$ cat config.mk
export PLATFORM = sky130hd
export DESIGN_NAME = host_mailbox
export DESIGN_NICKNAME = d
export VERILOG_FILES = /design/src/rtl/host_mailbox.sv
export SDC_FILE = /design/constraint.sdc
export NUM_CORES = 1
export LEC_CHECK = 0
export ABC_AREA = 1
export BUFFER_PORTS_ARGS = -buffer_cell sky130_fd_sc_hd__clkbuf_2
export CAP_MARGIN = 0
export CORE_ASPECT_RATIO = 1.25
export CORE_MARGIN = 2
export CORE_UTILIZATION = 45
export DETAILED_ROUTE_END_ITERATION = 7
export GPL_ROUTABILITY_DRIVEN = 0
export GPL_TIMING_DRIVEN = 0
export HOLD_SLACK_MARGIN = 0.05
export PLACE_DENSITY = 0.72
export SYNTH_ARGS = -nofsm -noshare
export SYNTH_HDL_FRONTEND = slang
export SYNTH_SLANG_ARGS = --single-unit
$ cat constraint.sdc
create_clock -name sys_clk -period 1.9 [get_ports sys_clk]
set_clock_uncertainty 0.15 [all_clocks]
set_input_delay 0.285 -clock sys_clk [delete_from_list [all_inputs] [get_ports sys_clk]]
set_output_delay 0.285 -clock sys_clk [all_outputs]
set_load 0.005 [all_outputs]
$ cat src/rtl/host_mailbox.sv
// host_mailbox: tohost/fromhost responder on the CPU data bus.
// TOHOST stores are decoded (pass / fail / proxy) one cycle after the store
// lands; proxy requests are handed to an external host over req/ack and the
// host's reply is returned through FROMHOST.
module host_mailbox #(
    parameter logic [31:0] TOHOST_ADDR   = 32'h0000_1000,
    parameter logic [31:0] FROMHOST_ADDR = 32'h0000_1040
) (
    input  logic        sys_clk,
    input  logic        sys_rst,
    input  logic [31:0] mem_addr,
    input  logic [3:0]  mem_we,
    input  logic [31:0] mem_wdata,
    input  logic        mem_re,
    output logic        mem_sel,
    output logic [31:0] mem_rdata,
    output logic        host_req,
    output logic [31:0] host_arg,
    input  logic        host_ack,
    input  logic [31:0] host_resp,
    output logic        test_done,
    output logic        test_pass,
    output logic [30:0] fail_code,
    output logic [31:0] cycle_count
);

    typedef enum logic [1:0] {
        S_RUN   = 2'd0,
        S_PROXY = 2'd1,
        S_PASS  = 2'd2,
        S_FAIL  = 2'd3
    } state_t;

    state_t      state_r;
    state_t      state_nxt_s;
    logic [31:0] tohost_q;
    logic [31:0] fromhost_q;
    logic        event_r;
    logic        hit_to_s;
    logic        hit_from_s;
    logic        tohost_wr_s;
    logic        fromhost_wr_s;
    logic        ack_take_s;
    logic        unused_s;

    // Merge the enabled byte lanes of new_v into old_v.
    function automatic logic [31:0] merge_bytes(input logic [31:0] old_v,
                                                input logic [31:0] new_v,
                                                input logic [3:0]  be);
        logic [31:0] res;
        res = old_v;
        for (int i = 0; i < 4; i++) begin
            if (be[i]) begin
                res[8*i +: 8] = new_v[8*i +: 8];
            end else begin
                res[8*i +: 8] = old_v[8*i +: 8];
            end
        end
        return res;
    endfunction

    // Word-address decode; byte offset bits do not take part.
    assign hit_to_s      = (mem_addr[31:2] == TOHOST_ADDR[31:2]);
    assign hit_from_s    = (mem_addr[31:2] == FROMHOST_ADDR[31:2]);
    assign mem_sel       = hit_to_s | hit_from_s;
    assign tohost_wr_s   = hit_to_s & (mem_we != 4'b0000);
    assign fromhost_wr_s = hit_from_s & (mem_we != 4'b0000);
    assign unused_s      = ^mem_addr[1:0];

    // Next-state decode: TOHOST events only matter in RUN; ack only in PROXY.
    always_comb begin
        state_nxt_s = state_r;
        ack_take_s  = 1'b0;
        case (state_r)
            S_RUN: begin
                if (event_r) begin
                    if (tohost_q == 32'd1) begin
                        state_nxt_s = S_PASS;
                    end else if (tohost_q[0]) begin
                        state_nxt_s = S_FAIL;
                    end else if (tohost_q != 32'd0) begin
                        state_nxt_s = S_PROXY;
                    end else begin
                        state_nxt_s = S_RUN;
                    end
                end else begin
                    state_nxt_s = S_RUN;
                end
            end
            S_PROXY: begin
                if (host_ack) begin
                    state_nxt_s = S_RUN;
                    ack_take_s  = 1'b1;
                end else begin
                    state_nxt_s = S_PROXY;
                end
            end
            S_PASS:  state_nxt_s = S_PASS;
            S_FAIL:  state_nxt_s = S_FAIL;
            default: state_nxt_s = S_RUN;
        endcase
    end

    // State register and the one-cycle TOHOST write event.
    always_ff @(posedge sys_clk) begin
        if (sys_rst) begin
            state_r <= S_RUN;
            event_r <= 1'b0;
        end else begin
            state_r <= state_nxt_s;
            event_r <= tohost_wr_s;
        end
    end

    // Mailbox registers: the host ack clears TOHOST and overrides FROMHOST stores.
    always_ff @(posedge sys_clk) begin
        if (sys_rst) begin
            tohost_q   <= 32'd0;
            fromhost_q <= 32'd0;
        end else begin
            if (ack_take_s) begin
                tohost_q <= 32'd0;
            end else if (tohost_wr_s) begin
                tohost_q <= merge_bytes(tohost_q, mem_wdata, mem_we);
            end else begin
                tohost_q <= tohost_q;
            end
            if (ack_take_s) begin
                fromhost_q <= host_resp;
            end else if (fromhost_wr_s) begin
                fromhost_q <= merge_bytes(fromhost_q, mem_wdata, mem_we);
            end else begin
                fromhost_q <= fromhost_q;
            end
        end
    end

    // Load data path with one cycle of latency, like the data BRAM.
    always_ff @(posedge sys_clk) begin
        if (sys_rst) begin
            mem_rdata <= 32'd0;
        end else if (mem_re && hit_to_s) begin
            mem_rdata <= tohost_q;
        end else if (mem_re && hit_from_s) begin
            mem_rdata <= fromhost_q;
        end else begin
            mem_rdata <= 32'd0;
        end
    end

    // Host-facing and status outputs, registered from the next state.
    always_ff @(posedge sys_clk) begin
        if (sys_rst) begin
            host_req  <= 1'b0;
            host_arg  <= 32'd0;
            test_done <= 1'b0;
            test_pass <= 1'b0;
            fail_code <= 31'd0;
        end else begin
            host_req  <= (state_nxt_s == S_PROXY);
            test_done <= (state_nxt_s == S_PASS) || (state_nxt_s == S_FAIL);
            test_pass <= (state_nxt_s == S_PASS);
            if ((state_r == S_RUN) && (state_nxt_s == S_PROXY)) begin
                host_arg <= tohost_q;
            end else begin
                host_arg <= host_arg;
            end
            if ((state_r == S_RUN) && (state_nxt_s == S_FAIL)) begin
                fail_code <= tohost_q[31:1];
            end else begin
                fail_code <= fail_code;
            end
        end
    end

    // Saturating run-time counter, frozen once a terminal state is reached.
    always_ff @(posedge sys_clk) begin
        if (sys_rst) begin
            cycle_count <= 32'd0;
        end else if (((state_r == S_RUN) || (state_r == S_PROXY)) &&
                     (cycle_count != 32'hFFFF_FFFF)) begin
            cycle_count <= cycle_count + 32'd1;
        end else begin
            cycle_count <= cycle_count;
        end
    end

endmodule

==> qor.yml <==
clock_tree:
  htree_levels: 4
  insertion_delay_ps: 450
  clock_path_buffers: 2
  clock_sinks: 196
  clockRootBuffer: "clkbuf_16"
  numCtsBuffers: 17
  clkTransAtPathRegs_ps: 70
  cts_tree: "built"
sta:
  drv_slew: 0
  rsz0062_at_grt: "yes"
  slew_headroom_pct: 53.3
  fmax_ghz: 0.532
  finalCriticalPeriod_ps: 1880
  worst_slew_pin_slew_ps: 701
  worst_slack_ps: 21.7
  finalCritPeriodShare_pct: 98.9
  hold-worst-slack_ps: 54.6
  setup_violations: 0
  hold_viol_final: 0
logic_synthesis:
  syn_avg_cell_area_um2: 6.20
  netlist_area_um2: 9630
  synth_warnings: 0
  synthCells: 1552
  synth_seq_area_share_pct: 40.7
  yosys_register_bits: 196
  yosys.cell_types.count: 35
  syn_nets: 1657
  synth_mux_area_share_pct: 0
  synth_top_family_by_area: "simple AND/OR/NAND/NOR gates"
  synthXorXnorAreaFrac_pct: 0.819
  synth_compound_area_share_pct: 6.37
  synthAdderAreaFrac_pct: 0.130
  yosys.area_share.simple_pct: 41.4
critical_path:
  worstSetupEndpointType: "flip-flop"
  required_ps: 2090
  reg2reg_from: "tohost_q[22]"
  start_kind: "flip-flop"
  startpoint: "tohost_q[22]"
  critical_path_arrival_ps: 2070
  setup.worst_path.end: "fail_code[9]"
  ff2ff_setup_slack_ps: 20
  r2r_cells: 13
  path_class: "flip-flop to flip-flop"
  path_max_fanout: 5
  r2r_end: "fail_code[9]"
global_route:
  grt_pass1_wl_um: 48700
  globalRouteTotalUtil_pct: 27.5
  grt_overflow: 0
  antenna_found_initial: 0
  grt_pass1_vias: 9628
  grt_max_degree: 18
route:
  first_pass_iters: 5
  drc: 0
  first_iter_violations: 994
  vias: 10600
  wl_um: 32200
  via_per_inst: 4.87
  drtAntennaViolNets: 0
  wire_per_inst_um: 14.9
pwr:
  p_per_area_nw_per_um2: 649
  ir_drop_mv: 0.655
  p_leak_nw: 6.60
placed_design:
  place_inst: 2056
  portBuffers: 230
  dpl_worst_slack_ps: -284
  dp.final_hpwl_um: 23400
run:
  max_cap_viol_count: 0
cells_and_area:
  fin_util_pct: 61.4
  n_fill_cell: 1924
  drive_above_1_share_pct: 24.9
  antenna_cells: 0
  area_delta_synth_final_pct: 33.3
  nets: 1986
  finalNonFillerCells: 2168
floorplan:
  pin_count: 235
  die_area_um2: 22600
  fp.dieH_um: 168
  rows: 59
  coreArea_um2: 20900
  die_w_um: 135
  initial_core_util_pct: 46.1
status:
  outcome: "finished clean"
hold_path:
  min_path_type: "primary input to flip-flop"
[worst min path at each step]
stage,startpoint,end,cells after the start
detailed placement,host_arg[0],host_arg[0],2
global placement,host_arg[0],host_arg[0],2
finish,host_resp[11],fromhost_q[11],5
floorplan,mem_wdata[0],tohost_q[0],2
CTS,host_resp[8],fromhost_q[8],5
global route,host_resp[2],fromhost_q[2],5
[synth_stat cells, drive strengths merged]
master | number | area, um2
clkbuf | 27 | 101
o21bai | 1 | 7.51
xnor2 | 1 | 8.76
xor2 | 8 | 70.1
and3 | 1 | 6.26
o21ai | 18 | 90.1
buf | 48 | 272
nor3b | 2 | 20.0
nor2 | 350 | 1360
a21boi | 1 | 7.51
nor3 | 4 | 31.3
and2 | 1 | 6.26
nand3b | 10 | 75.1
inv | 172 | 646
nand4 | 6 | 43.8
dfxtp | 196 | 3920
nand3 | 81 | 435
nand2 | 531 | 2000
a31oi | 1 | 6.26
ha | 1 | 12.5
a21oi | 92 | 502
[critical path, stage by stage, from the launching register on]
cell and delay, ps:
dfxtp_4 360, inv_1 90, nand2_2 70, nor2_1 90, nand2_1 70, nor2_2 150
nand2_2 100, nand4_1 120, buf_4 150, buf_8 140, clkbuf_16 150, nand2_1 40
nand2_1 50, nor2_1 40
[what timing repair did]
action,CTS,global route
setup buffers,3,24
hold buffers,48,0
hold endpoints to repair,48,0
endpoints found under the setup margin,149,106
pin swaps,3,20
gates cloned,0,5
gates resized for setup,19,135
[logic make-up after synthesis]
kind of cell | count (synthesis)
fa+ha+maj | 1
xor+xnor | 9
simple gates | 986
compound gates | 113
buf+inv | 247
flops | 196
[per-layer routing]
| layer | share of wire (%) | GRT usage (%) | up-vias |
|---|---|---|---|
| li1 | - | - | 5349 |
| met3 | 7.7 | 5.75 | 85 |
| met4 | 3.6 | 11.1 | 0 |
| met2 | 49 | 46.6 | 436 |
| met1 | 40 | 34.0 | 4690 |
| met5 | 0 | 0 | - |
[report_power, final]
part           leakage (nW)  switching [W]  internal (W)
registers              1.61     0.00000804       0.00409
logic                  4.69       0.000245      0.000187
clock network         0.301        0.00169       0.00212
total                  6.60        0.00194       0.00640
[layout make-up]
type                       count  area [um2]  share of cell area [%]
multi-input combinational   1109        4800                    37.4
sequential                   196        4030                    31.4
timing repair buffer         310        1950                    15.2
inverter                     172         646                    5.03
buffer                        75         452                    3.52
clock buffer                  18         439                    3.42
tap                          274         343                    2.67
clock inverter                14         174                    1.35
[through the flow]
stage | power [W] | setup TNS (ps) | area [um2]
3_5_place_dp | 0.00455 | -21650 | 11100
4_1_cts | 0.00837 | 0 | 12300
5_1_grt | 0.00859 | -519 | 12800
3_3_place_gp | 0.00455 | -19360 | 11100
2_1_floorplan | 0.00435 | 0 | 9630
6_report | 0.00834 | 0 | 12800
[state kept, by name, summed over array words and instances (netlist names), 2 cells and up]
signal,count
cycle_count,32
fail_code,31
fromhost_q,32
host_arg,32
mem_rdata,32
state_r,2
tohost_q,32
[placed cells by master (no fill, tap or decap), drive strengths merged, types with 6 or more instances in the layout]
master	synthesis	layout
nand2	531	531
nor2	350	350
clkbuf	27	284
dfxtp	196	196
inv	172	176
a21oi	92	92
nand3	81	81
buf	48	71
dlygate4sd3	0	48
o21ai	18	18
nand3b	10	10
xor2	8	8
nand4	6	6
clkinv	0	6
No activity file was read; power rests on OpenSTA's default activity.
